$ cat src/rtl/hazard_pkg.sv
// ----------------------------------------------------------------------------
// hazard_pkg
//   Shared definitions for the hazard/forwarding controller:
//     FWD_RF / FWD_WB / FWD_MEM : ALU operand forward-select encodings
//     reg_addr_w()              : register-address width for a register count
// ----------------------------------------------------------------------------
package hazard_pkg;

    localparam logic [1:0] FWD_RF  = 2'b00;  // operand from register file
    localparam logic [1:0] FWD_WB  = 2'b01;  // operand from writeback stage
    localparam logic [1:0] FWD_MEM = 2'b10;  // operand from memory stage

    function automatic int reg_addr_w(input int nregs);
        return $clog2(nregs);
    endfunction

endpackage

$ cat src/rtl/mdu_scoreboard.sv
// ----------------------------------------------------------------------------
// mdu_scoreboard
//   Tracks the multi-cycle multiply/divide unit: occupancy counter, the
//   destination register of the operation in flight and a pending-write
//   bit per architectural register.
//
//   Ports
//     clk, rst     : clock, asynchronous active-high reset
//     mdu_start_i  : MDU operation presented in E
//     mdu_dst_i    : destination register of that operation
//     mem_stall_i  : data memory wait state (blocks acceptance)
//     mdu_busy_o   : occupancy counter non-zero
//     mdu_done_o   : result write strobe (counter == 1)
//     pend_o       : per-register pending-write bits, bit 0 always 0
// ----------------------------------------------------------------------------
module mdu_scoreboard
    import hazard_pkg::*;
#(
    parameter  int NREGS   = 32,
    parameter  int MDU_LAT = 4,
    localparam int RW      = reg_addr_w(NREGS),
    localparam int CW      = $clog2(MDU_LAT + 1)
) (
    input  logic             clk,
    input  logic             rst,
    input  logic             mdu_start_i,
    input  logic [RW-1:0]    mdu_dst_i,
    input  logic             mem_stall_i,
    output logic             mdu_busy_o,
    output logic             mdu_done_o,
    output logic [NREGS-1:0] pend_o
);

    localparam logic [CW-1:0] CNT_ONE  = CW'(1);
    localparam logic [CW-1:0] CNT_LOAD = CW'(MDU_LAT);

    logic [CW-1:0]    cnt_q, cnt_d;
    logic [RW-1:0]    dst_q, dst_d;
    logic [NREGS-1:0] pend_q, pend_d;
    logic             accept;

    assign mdu_busy_o = (cnt_q != '0);
    assign mdu_done_o = (cnt_q == CNT_ONE);
    assign pend_o     = pend_q;

    // A new op may start in the done cycle: the unit frees up on that edge.
    assign accept = mdu_start_i & ~mem_stall_i & (cnt_q <= CNT_ONE);

    always_comb begin
        cnt_d  = cnt_q;
        dst_d  = dst_q;
        pend_d = pend_q;
        if (accept) begin
            cnt_d = CNT_LOAD;
            dst_d = mdu_dst_i;
        end else if (cnt_q != '0) begin
            cnt_d = cnt_q - CNT_ONE;
        end
        // Clear first, then set, so a same-register restart stays pending.
        if (mdu_done_o) begin
            pend_d[dst_q] = 1'b0;
        end
        if (accept && (mdu_dst_i != '0)) begin
            pend_d[mdu_dst_i] = 1'b1;
        end
        pend_d[0] = 1'b0;
    end

    always_ff @(posedge clk or posedge rst) begin
        if (rst) begin
            cnt_q  <= '0;
            dst_q  <= '0;
            pend_q <= '0;
        end else begin
            cnt_q  <= cnt_d;
            dst_q  <= dst_d;
            pend_q <= pend_d;
        end
    end

endmodule

$ cat src/rtl/hazard_unit_mc.sv
// ----------------------------------------------------------------------------
// hazard_unit_mc
//   Hazard and forwarding controller for a 5-stage pipeline with a
//   multi-cycle MDU and a wait-stated data memory.
//
//   Ports
//     clk, rst                      : clock, asynchronous active-high reset
//     rsD/rtD/rsE/rtE               : source registers in D and E
//     WriteRegE/M/W, RegWriteE/M/W  : destination and its valid per stage
//     MemtoRegE/M                   : load in stage
//     BranchD                       : branch compare in D
//     MemAccessM, MemReadyM         : memory access in M, memory ready
//     MduStartE, MduDstE            : MDU op in E and its destination
//     ForwardAE/BE                  : ALU operand select (RF / WB / MEM)
//     ForwardAD/BD                  : forward M result to branch comparator
//     StallF/D/E/M                  : hold pipeline register feeding stage
//     FlushE/M/W                    : insert bubble into stage
//     MduBusy, MduDone              : MDU occupied, MDU result write strobe
//     StallCount                    : saturating count of StallF cycles
//
//   Handshake: MduStartE is a request that is taken on a rising edge only
//   when the MDU is free or finishing (counter <= 1) and memory is not in a
//   wait state; otherwise the E stage is held until that becomes true.
// ----------------------------------------------------------------------------
module hazard_unit_mc
    import hazard_pkg::*;
#(
    parameter  int NREGS   = 32,
    parameter  int MDU_LAT = 4,
    parameter  int CNT_W   = 16,
    localparam int RW      = reg_addr_w(NREGS)
) (
    input  logic             clk,
    input  logic             rst,
    input  logic [RW-1:0]    rsD,
    input  logic [RW-1:0]    rtD,
    input  logic [RW-1:0]    rsE,
    input  logic [RW-1:0]    rtE,
    input  logic [RW-1:0]    WriteRegE,
    input  logic [RW-1:0]    WriteRegM,
    input  logic [RW-1:0]    WriteRegW,
    input  logic             RegWriteE,
    input  logic             RegWriteM,
    input  logic             RegWriteW,
    input  logic             MemtoRegE,
    input  logic             MemtoRegM,
    input  logic             BranchD,
    input  logic             MemAccessM,
    input  logic             MemReadyM,
    input  logic             MduStartE,
    input  logic [RW-1:0]    MduDstE,
    output logic [1:0]       ForwardAE,
    output logic [1:0]       ForwardBE,
    output logic             ForwardAD,
    output logic             ForwardBD,
    output logic             StallF,
    output logic             StallD,
    output logic             StallE,
    output logic             StallM,
    output logic             FlushE,
    output logic             FlushM,
    output logic             FlushW,
    output logic             MduBusy,
    output logic             MduDone,
    output logic [CNT_W-1:0] StallCount
);

    logic [NREGS-1:0] pend;
    logic             memstall, mdustruct, lwstall, branchstall, mduhaz;
    logic [CNT_W-1:0] stall_cnt_q, stall_cnt_d;

    mdu_scoreboard #(
        .NREGS   (NREGS),
        .MDU_LAT (MDU_LAT)
    ) u_sb (
        .clk         (clk),
        .rst         (rst),
        .mdu_start_i (MduStartE),
        .mdu_dst_i   (MduDstE),
        .mem_stall_i (memstall),
        .mdu_busy_o  (MduBusy),
        .mdu_done_o  (MduDone),
        .pend_o      (pend)
    );

    // ---------------- forwarding ----------------
    always_comb begin
        ForwardAE = FWD_RF;
        if ((rsE != '0) && RegWriteM && (WriteRegM == rsE)) begin
            ForwardAE = FWD_MEM;
        end else if ((rsE != '0) && RegWriteW && (WriteRegW == rsE)) begin
            ForwardAE = FWD_WB;
        end
        ForwardBE = FWD_RF;
        if ((rtE != '0) && RegWriteM && (WriteRegM == rtE)) begin
            ForwardBE = FWD_MEM;
        end else if ((rtE != '0) && RegWriteW && (WriteRegW == rtE)) begin
            ForwardBE = FWD_WB;
        end
    end

    assign ForwardAD = (rsD != '0) & RegWriteM & (WriteRegM == rsD);
    assign ForwardBD = (rtD != '0) & RegWriteM & (WriteRegM == rtD);

    // ---------------- hazard terms ----------------
    assign memstall  = MemAccessM & ~MemReadyM;
    // Busy and not in the done cycle is exactly "counter > 1".
    assign mdustruct = MduStartE & MduBusy & ~MduDone;
    assign lwstall   = MemtoRegE & (rtE != '0) & ((rsD == rtE) | (rtD == rtE));
    assign branchstall = BranchD &
        ((RegWriteE & (WriteRegE != '0) & ((WriteRegE == rsD) | (WriteRegE == rtD))) |
         (MemtoRegM & ((WriteRegM == rsD) | (WriteRegM == rtD))));
    assign mduhaz    = pend[rsD] | pend[rtD];

    always_comb begin
        StallF = 1'b0;
        StallD = 1'b0;
        StallE = 1'b0;
        StallM = 1'b0;
        FlushE = 1'b0;
        FlushM = 1'b0;
        FlushW = 1'b0;
        if (memstall) begin
            StallF = 1'b1;
            StallD = 1'b1;
            StallE = 1'b1;
            StallM = 1'b1;
            FlushW = 1'b1;
        end else if (mdustruct) begin
            StallF = 1'b1;
            StallD = 1'b1;
            StallE = 1'b1;
            FlushM = 1'b1;
        end else if (lwstall | branchstall | mduhaz) begin
            StallF = 1'b1;
            StallD = 1'b1;
            FlushE = 1'b1;
        end
    end

    // ---------------- stall-cycle counter ----------------
    always_comb begin
        stall_cnt_d = stall_cnt_q;
        if (StallF && (stall_cnt_q != '1)) begin
            stall_cnt_d = stall_cnt_q + CNT_W'(1);
        end
    end

    always_ff @(posedge clk or posedge rst) begin
        if (rst) begin
            stall_cnt_q <= '0;
        end else begin
            stall_cnt_q <= stall_cnt_d;
        end
    end

    assign StallCount = stall_cnt_q;

endmodule

$ cat config.mk
export PLATFORM = sky130hd
export DESIGN_NAME = hazard_unit_mc
export DESIGN_NICKNAME = d
export VERILOG_FILES = /design/src/rtl/hazard_pkg.sv /design/src/rtl/mdu_scoreboard.sv /design/src/rtl/hazard_unit_mc.sv
export SDC_FILE = /design/constraint.sdc
export NUM_CORES = 1
export LEC_CHECK = 0
export CORE_UTILIZATION = 52
export DETAILED_ROUTE_END_ITERATION = 12
export GPL_ROUTABILITY_DRIVEN = 0
export GPL_TIMING_DRIVEN = 0
export HOLD_SLACK_MARGIN = 0.05
export MAX_ROUTING_LAYER = met4
export PLACE_DENSITY_LB_ADDON = 0.12
export SYNTH_ARGS = -nofsm -noshare
export SYNTH_HDL_FRONTEND = slang
export SYNTH_HIERARCHICAL = 1
export SYNTH_SLANG_ARGS = --single-unit
$ cat constraint.sdc
create_clock -name clk -period 2.9 [get_ports clk]
set_input_delay 0.29 -clock clk [delete_from_list [all_inputs] [get_ports clk]]
set_output_delay 0.29 -clock clk [all_outputs]
set_load 0.005 [all_outputs]
==> results.yml, run 1 <==
critical_path:
  startpoint_type: "flop"
  max_stage_delay_ns: 0.47
  reg2regPathDepth: 10
  crit_path_top_delay_cell: "mux4_2"
  rrSetupSlack_ns: 0.43
  crit_required_ns: 2.61
  path_class: "flop to primary output"
  crit_fanout: 2
  r2r_start: "u_sb/pend_o[4]"
  cp_cell_sequence: "mux4_2 > a22o_1 > a31oi_2 > o21ai_2 > nor3_2 > buf_4 > a21oi_2 > clkdlybuf4s50_1"
  crit_arrival_ns: 2.45
  r2r_end: "StallCount[1]"
  end_kind: "primary output"
layout:
  num_antenna_cells: 0
  drive_gt1_frac: 0.134
  final_nets: 548
  syn2layout_area_growth_pct: 23.4
  fin_cells: 593
sta:
  skew_ns: 0.00666
  tightestPinTransition_ns: 0.825
  fmax_mhz: 364
  whs_ns: 0.311
  period_minus_slack_ns: 2.74
  final-setup-viol-count: 0
  rsz0062_at_grt: "no"
  fin_crit_sh: 0.946
  hold_violations: 0
  drv_slew: 0
  relSlewSlack: 0.449
floorplan:
  io_pins: 82
  start_util: 0.544
  core_area_um2: 7330
  die_w_um: 89.6
  die_h_um: 89.6
  die_area_um2: 8020
  rows: 31
global_route:
  grt_pass1_wl_um: 15700
  grt_max_degree: 40
  grt_pass1_vias: 3274
  antenna_found_initial: 0
  grt_usage: 0.264
  grt_remaining_overflow: 0
hold_path:
  worstHoldStart: "MduDstE[4]"
  hold_depth: 2
  holdPathEnd: "u_sb/dst_q[4]"
  hold_class: "input port to flop"
detailed_routing:
  vias_per_cell: 5.74
  drt.antenna.violating_nets: 0
  drt-total-wl_um: 9840
  drtPass1Iterations: 4
  drc: 0
  vias: 3403
  wl_per_cell_um: 16.6
  drt_iter0_drc: 159
placement:
  dpl.cell_count: 576
  dp_hpwl_um: 7420
  port_buffers: 63
cts:
  cts_inserted_buffers: 5
  cts_buffer_depth: 2
  cts_tree: "done"
  cts-root-buf: "clkbuf_8"
  htreeDepth: 2
  clk-insertion-delay-late_ns: 0.31
  clock-sinks: 55
  cts.clk_slew.worst_paths_ns: 0.09
run:
  maxCapViolCount: 0
synthesis:
  yosys-top-cells-count: "59 x o21ai_0, 55 x dfrtp_1, 40 x xnor2_1"
  synth.top_cell.area_share: 0.345
  ys.flop_type: "dfrtp_1"
  synth_most_common_cell: "o21ai_0"
  ys_seq_area_frac: 0.345
  ys_seq_elements: 55
  syn_inst: 414
  synth.avg_cell_area_um2: 9.63
  synthArstFlopShare: 1.00
  syn-num-nets: 469
  synth.area.top_cells: "dfrtp_1 35%, xnor2_1 8.8%, o21ai_0 7.4%, mux2i_1 6.0%, xor2_1 5.3%"
  syn_area_um2: 3990
  synth_warnings: 6
  yosysUniqueCellTypes: 58
  synth_edf_count: 0
  synth_top_area_cell: "dfrtp_1"
power_and_ir_drop:
  ir_worst_vdd_v: 0.000459
  power_density_nw_per_um2: 642
  power.leakage_uw: 0.00187
status:
  status: "complete, no violations"
state kept, by name (all words and copies together), names as in the netlist:
register and cells:
u_sb/pend_o 31, StallCount 16, u_sb/dst_q 5, u_sb/cnt_q 3
where the power goes:
| part | switching [uW] | internal [uW] |
|---|---|---|
| clock | 251 | 171 |
| sequential | 314 | 1050 |
| combinational | 636 | 736 |
| total | 1200 | 1960 |
worst max-delay path, delay by kind of cell, from the launching register on:
kind | cells | cell delay, ns
AND/OR/NAND/NOR | 1 | 0.10
buffers and inverters | 2 | 0.60
flip-flops | 1 | 0.41
AO/OA/AOI/OAI | 4 | 0.57
multiplexers | 1 | 0.47
layout make-up:
class	count	area (um2)
Timing Repair Buffer	73	707
Sequential cell	55	1380
Fill cell	567	2410
Tap cell	99	124
Clock inverter	3	18.8
Multi-Input combinational cell	323	2450
Clock buffer	5	68.8
Inverter	7	26.3
Buffer	28	148
repair_timing:
item                                    in CTS  in global routing
pin swaps                                    3                  3
hold buffers                                 0                  0
resized for setup                            9                  8
setup buffers                                9                  1
endpoints found under the setup margin       3                  3
per-layer routing:
metal  share of wire  up-vias  global-route usage
met4           0.015        0              0.0996
li1                -     1653                   -
met5               0        -                   -
met1            0.46     1629               0.343
met2            0.47      106               0.422
met3           0.052       15              0.0356
cell usage in the layout, fill, tap and decap left out, types with 12 or more instances in the layout:
cell / Yosys / routed
xor2_1: 24 / 24
mux2i_1: 24 / 24
clkdlybuf4s50_1: 0 / 58
nand4_1: 12 / 12
dfrtp_1: 55 / 55
o21ai_0: 59 / 59
nor2_1: 15 / 15
clkbuf_1: 14 / 14
nand2_1: 15 / 15
nand3_1: 15 / 15
buf_4: 3 / 13
xnor2_1: 40 / 40
metrics by stage:
step	TNS (ns)	total power, uW	setup WS [ns]	util	instance area [um2]
4_1_cts	-0.0387	3140	-0.0387	0.670	4910
3_5_place_dp	-1.26	2660	-0.523	0.647	4740
6_report	0	3160	0.155	0.671	4920
3_3_place_gp	-1.02	2600	-0.477	0.647	4740
2_1_floorplan	0	2150	0.544	-	3990
5_1_grt	0	3380	0.00289	0.671	4920
worst max-delay path by stage:
stage	start	to	slack [ns]	depth (start not counted)
floorplan	rsD[2]	StallF	0.54	8
global placement	rsD[0]	StallF	-0.48	9
detailed placement	rsD[0]	StallF	-0.52	9
CTS	u_sb/pend_o[4]	StallF	-0.04	10
global route	WriteRegM[1]	FlushE	0.003	9
finish	u_sb/pend_o[4]	FlushE	0.16	8
kinds of logic after synthesis:
kind of cell	count (synthesis)	synth area share
simple gates	129	0.207
compound gates	88	0.136
xor+xnor	64	0.141
flops	55	0.345
mux	37	0.113
buf+inv	36	0.0449
fa+ha+maj	4	0.0126
other cells	1	0.000940
Power figures use the tool's default switching activity.
==> inputs of run 2 (changes only) <==
--- a/config.mk
+++ b/config.mk
@@ -7,2 +7,3 @@
 export LEC_CHECK = 0
+export CORE_MARGIN = 1
 export CORE_UTILIZATION = 52
==> constraint.sdc (replaced) <==
create_clock -name clk -period 2.9 [get_ports clk]
set_input_delay 0.58 -clock clk [delete_from_list [all_inputs] [get_ports clk]]
set_output_delay 0.58 -clock clk [all_outputs]
set_load 0.005 [all_outputs]
==> results.yml, run 2 (synthesis gave the netlist of run 1 again) <==
power_and_ir_drop:
  finalPower_uw: 3220
  p_seq_frac: 0.426
  power_switching_share: 0.376
  pwr-share-comb: 0.430
  switchingPower_uw: 1210
  p_clk_frac: 0.143
  power.leakage_uw: 0.00193
  ir_worst_vdd_v: 0.000553
  power.internal_uw: 2010
  power_density_nw_per_um2: 650
global_route:
  grt_pass1_vias: 3257
  antenna_found_initial: 0
  grt_usage: 0.267
  grt_max_degree: 40
  grt_remaining_overflow: 0
  grt_pass1_wl_um: 16000
placement:
  port_buffers: 63
  dpl_cell_area_um2: 4740
  place_ws_ns: -1.09
  dpl.cell_count: 576
  dp_hpwl_um: 7570
detailed_routing:
  drc: 0
  drt-total-wl_um: 10200
  drtPass1Iterations: 6
  vias: 3525
  drt_iter0_drc: 234
  wl_per_cell_um: 17.2
  vias_per_cell: 5.93
  drt.antenna.violating_nets: 0
floorplan:
  die_w_um: 89.6
  io_pins: 82
  rows: 31
  die_area_um2: 8020
  die_h_um: 89.6
  start_util: 0.544
  core_area_um2: 7330
critical_path:
  crit_required_ns: 2.32
  startpoint_type: "input port"
  crit_fanout: 3
  path_class: "input port to primary output"
  end_kind: "primary output"
  crit_arrival_ns: 2.26
layout:
  final_nets: 549
  syn2layout_area_growth_pct: 24.2
  fin_cells: 594
  num_antenna_cells: 0
  finalInstanceArea_um2: 4950
  drive_gt1_frac: 0.149
  final_common_cell: "o21ai_0"
  final_cell_mix: "59 x o21ai_0, 55 x dfrtp_1, 45 x clkdlybuf4s50_1"
  largest_register_ffs: 31
cts:
  cts_buffer_depth: 2
  cts_inserted_buffers: 5
  cts_tree: "done"
  cts-root-buf: "clkbuf_8"
  clk-insertion-delay-late_ns: 0.30
  cts_hold_buf: 0
  cts.clk_slew.worst_paths_ns: 0.09
  htreeDepth: 2
  clock-sinks: 55
sta:
  rsz0062_at_grt: "yes"
  tightestPinTransition_ns: 0.793
  whs_ns: 0.519
  fmax_mhz: 353
  setup_slack_ns: 0.0645
  final-setup-viol-count: 0
  fin_crit_sh: 0.978
  relSlewSlack: 0.471
  hold_violations: 0
  drv_slew: 0
  skew_ns: 0.00954
  period_minus_slack_ns: 2.84
hold_path:
  hold_class: "flop to flop"
status:
  status: "complete, no violations"
run:
  maxCapViolCount: 0
==> run 2: worst paths after layout <==
check                                from              to  slack [ns]  cells after the start
min                        StallCount[11]  StallCount[11]        0.52                      1
max                                rsD[1]          FlushE        0.06                      8
max reg2reg                u_sb/pend_o[4]   StallCount[1]        0.39                      9
min in group asynchronous             rst   StallCount[8]        0.68                      2
max in group asynchronous             rst  u_sb/pend_o[6]        1.62                      2
min reg2reg                StallCount[11]  StallCount[11]        0.52                      1
==> run 2: final cells by class <==
type	count	area [um2]
Fill cell	621	2380
Tap cell	99	124
Clock buffer	7	96.3
Buffer	27	154
Clock inverter	1	7.51
Multi-Input combinational cell	323	2460
Sequential cell	55	1380
Inverter	7	26.3
Timing Repair Buffer	75	708
==> run 2: repair_timing <==
| action | CTS | global route |
|---|---|---|
| setup endpoints to repair | 9 | 8 |
| setup buffers | 9 | 3 |
| gates resized for setup | 41 | 15 |
| pin swaps | 4 | 6 |
| gates cloned | 0 | 0 |
==> run 2: power by group through the flow <==
stage / clock network, uW / registers [uW] / logic (uW)
global route: 495 / 1410 / 1520
detailed placement: 0 / 1380 / 1280
CTS: 467 / 1360 / 1350
global placement: 0 / 1370 / 1240
floorplan: 0 / 1280 / 874
finish: 462 / 1370 / 1390
==> run 2: per-stage QoR <==
stage                     setup TNS (ns)   util
after floorplan                        0      -
after global placement             -5.95  0.647
after detailed placement           -6.76  0.647
after CTS                         -0.317  0.672
after global routing             -0.0101  0.676
final                                  0  0.676
==> run 2: critical path, cell delays in order <==
cell	delay, ns
clkdlybuf4s15_1	0.25
mux4_2	0.54
a31oi_2	0.23
o21ai_1	0.11
nor3_2	0.22
buf_4	0.16
a21oi_2	0.04
buf_2	0.13
==> run 2: layer usage <==
| metal | global-route usage | part of all wire |
|---|---|---|
| met5 | - | 0 |
| met3 | 0.0283 | 0.049 |
| met4 | 0.0765 | 0.012 |
| met1 | 0.347 | 0.45 |
| met2 | 0.446 | 0.48 |
==> inputs of run 3 (changes only) <==
- clock period: 2.9 -> 3 ns (I/O delays scaled with it)
==> results.yml, run 3 (synthesis gave the netlist of run 1 again) <==
status:
  status: "complete, no violations"
placement:
  dp_hpwl_um: 7420
  dpl.cell_count: 576
  place_ws_ns: -1.04
  port_buffers: 63
layout:
  final_cell_mix: "59 x o21ai_0, 55 x dfrtp_1, 45 x clkdlybuf4s50_1"
  final_nets: 549
  syn2layout_area_growth_pct: 24.0
  num_antenna_cells: 0
  largest_register_ffs: 31
  n_fill_cell: 580
  fin_cells: 594
  final_common_cell: "o21ai_0"
  drive_gt1_frac: 0.160
detailed_routing:
  drt_iter0_drc: 151
  drc: 0
  drt.antenna.violating_nets: 0
  drtPass1Iterations: 5
  wl_per_cell_um: 16.6
  drt-total-wl_um: 9860
  vias_per_cell: 5.78
  vias: 3433
cts:
  cts_inserted_buffers: 5
  clock-sinks: 55
  htreeDepth: 2
  clk-insertion-delay-late_ns: 0.32
  cts-root-buf: "clkbuf_8"
  cts_tree: "done"
  cts_buffer_depth: 2
  cts.clk_slew.worst_paths_ns: 0.10
  cts_hold_buf: 0
power_and_ir_drop:
  pwr-share-comb: 0.432
  power_switching_share: 0.382
  ir_worst_vdd_v: 0.000446
  finalPower_uw: 3050
  power.leakage_uw: 0.00193
  power.internal_uw: 1890
  power_density_nw_per_um2: 617
  p_seq_frac: 0.433
  p_clk_frac: 0.134
  switchingPower_uw: 1170
critical_path:
  startpoint_type: "input port"
  end_kind: "primary output"
  crit_fanout: 10
  crit_arrival_ns: 2.31
  crit_required_ns: 2.40
  r2r_end: "StallCount[1]"
  reg2regPathDepth: 10
  path_class: "input port to primary output"
  rrSetupSlack_ns: 0.53
  r2r_start: "u_sb/pend_o[4]"
floorplan:
  rows: 31
  die_area_um2: 8020
  die_h_um: 89.6
  core_area_um2: 7330
  die_w_um: 89.6
  start_util: 0.544
  io_pins: 82
global_route:
  grt_usage: 0.265
  grt_pass1_wl_um: 15800
  antenna_found_initial: 0
  grt_max_degree: 40
  grt_remaining_overflow: 0
  grt_pass1_vias: 3281
sta:
  setup_slack_ns: 0.0940
  period_minus_slack_ns: 2.91
  drv_slew: 0
  tightestPinTransition_ns: 0.800
  rsz0062_at_grt: "yes"
  hold_violations: 0
  fin_crit_sh: 0.969
  final-setup-viol-count: 0
  fmax_mhz: 344
  relSlewSlack: 0.466
  skew_ns: 0.00904
  setup_tns_ns: 0
hold_path:
  worstHoldStart: "StallCount[15]"
  holdPathEnd: "StallCount[15]"
  hold_depth: 1
  hold_class: "flop to flop"
run:
  maxCapViolCount: 0
run 3: power groups by stage:
stage	clock network [uW]	registers (uW)	logic, uW
finish	410	1320	1320
global route	441	1370	1460
CTS	414	1310	1320
detailed placement	0	1340	1240
global placement	0	1320	1200
floorplan	0	1240	844
run 3: cell type report:
class | count | area [um2] | area share
Multi-Input combinational cell | 323 | 2460 | 0.498
Clock inverter | 3 | 18.8 | 0.00379
Timing Repair Buffer | 74 | 701 | 0.142
Inverter | 7 | 26.3 | 0.00531
Clock buffer | 5 | 68.8 | 0.0139
Tap cell | 99 | 124 | 0.0250
Sequential cell | 55 | 1380 | 0.278
Buffer | 28 | 170 | 0.0344
run 3: stage by stage:
step	hold slack [ns]	cell area, um2	utilization
final	0.510	4950	0.675
after detailed placement	0.497	4740	0.647
after CTS	0.515	4950	0.675
after global routing	0.539	4950	0.675
after global placement	0.496	4740	0.647
after floorplan	0.481	3990	-
run 3: worst max-delay path, cell delays in order:
cell      delay (ns)
buf_4           0.15
buf_8           0.16
mux2i_1         0.20
o22ai_1         0.10
o311a_1         0.37
a311oi_4        0.35
nand3_4         0.14
buf_6           0.14
buf_6           0.10
run 3: worst max-delay path by stage:
stage | from | end | slack (ns) | depth (start not counted)
floorplan | rsD[2] | StallF | 0.02 | 8
global placement | rsD[0] | StallF | -1.0 | 9
detailed placement | rsD[0] | StallF | -1.04 | 9
CTS | u_sb/pend_o[4] | StallD | -0.16 | 11
global route | u_sb/pend_o[4] | StallD | -0.005 | 9
finish | rsD[2] | StallD | 0.09 | 9
run 3: timing repair:
action	4_1_cts	5_1_grt
gates resized for setup	46	19
endpoints found under the setup margin	6	4
buffers inserted	11	1
pin swaps	9	5
run 3: metal layers:
metal  wire length, um  GRT usage  share of wire
met5                 0          -              0
met4               192      0.101          0.019
met3               541     0.0356          0.055
met2              4640      0.423           0.47
met1              4490      0.345           0.46
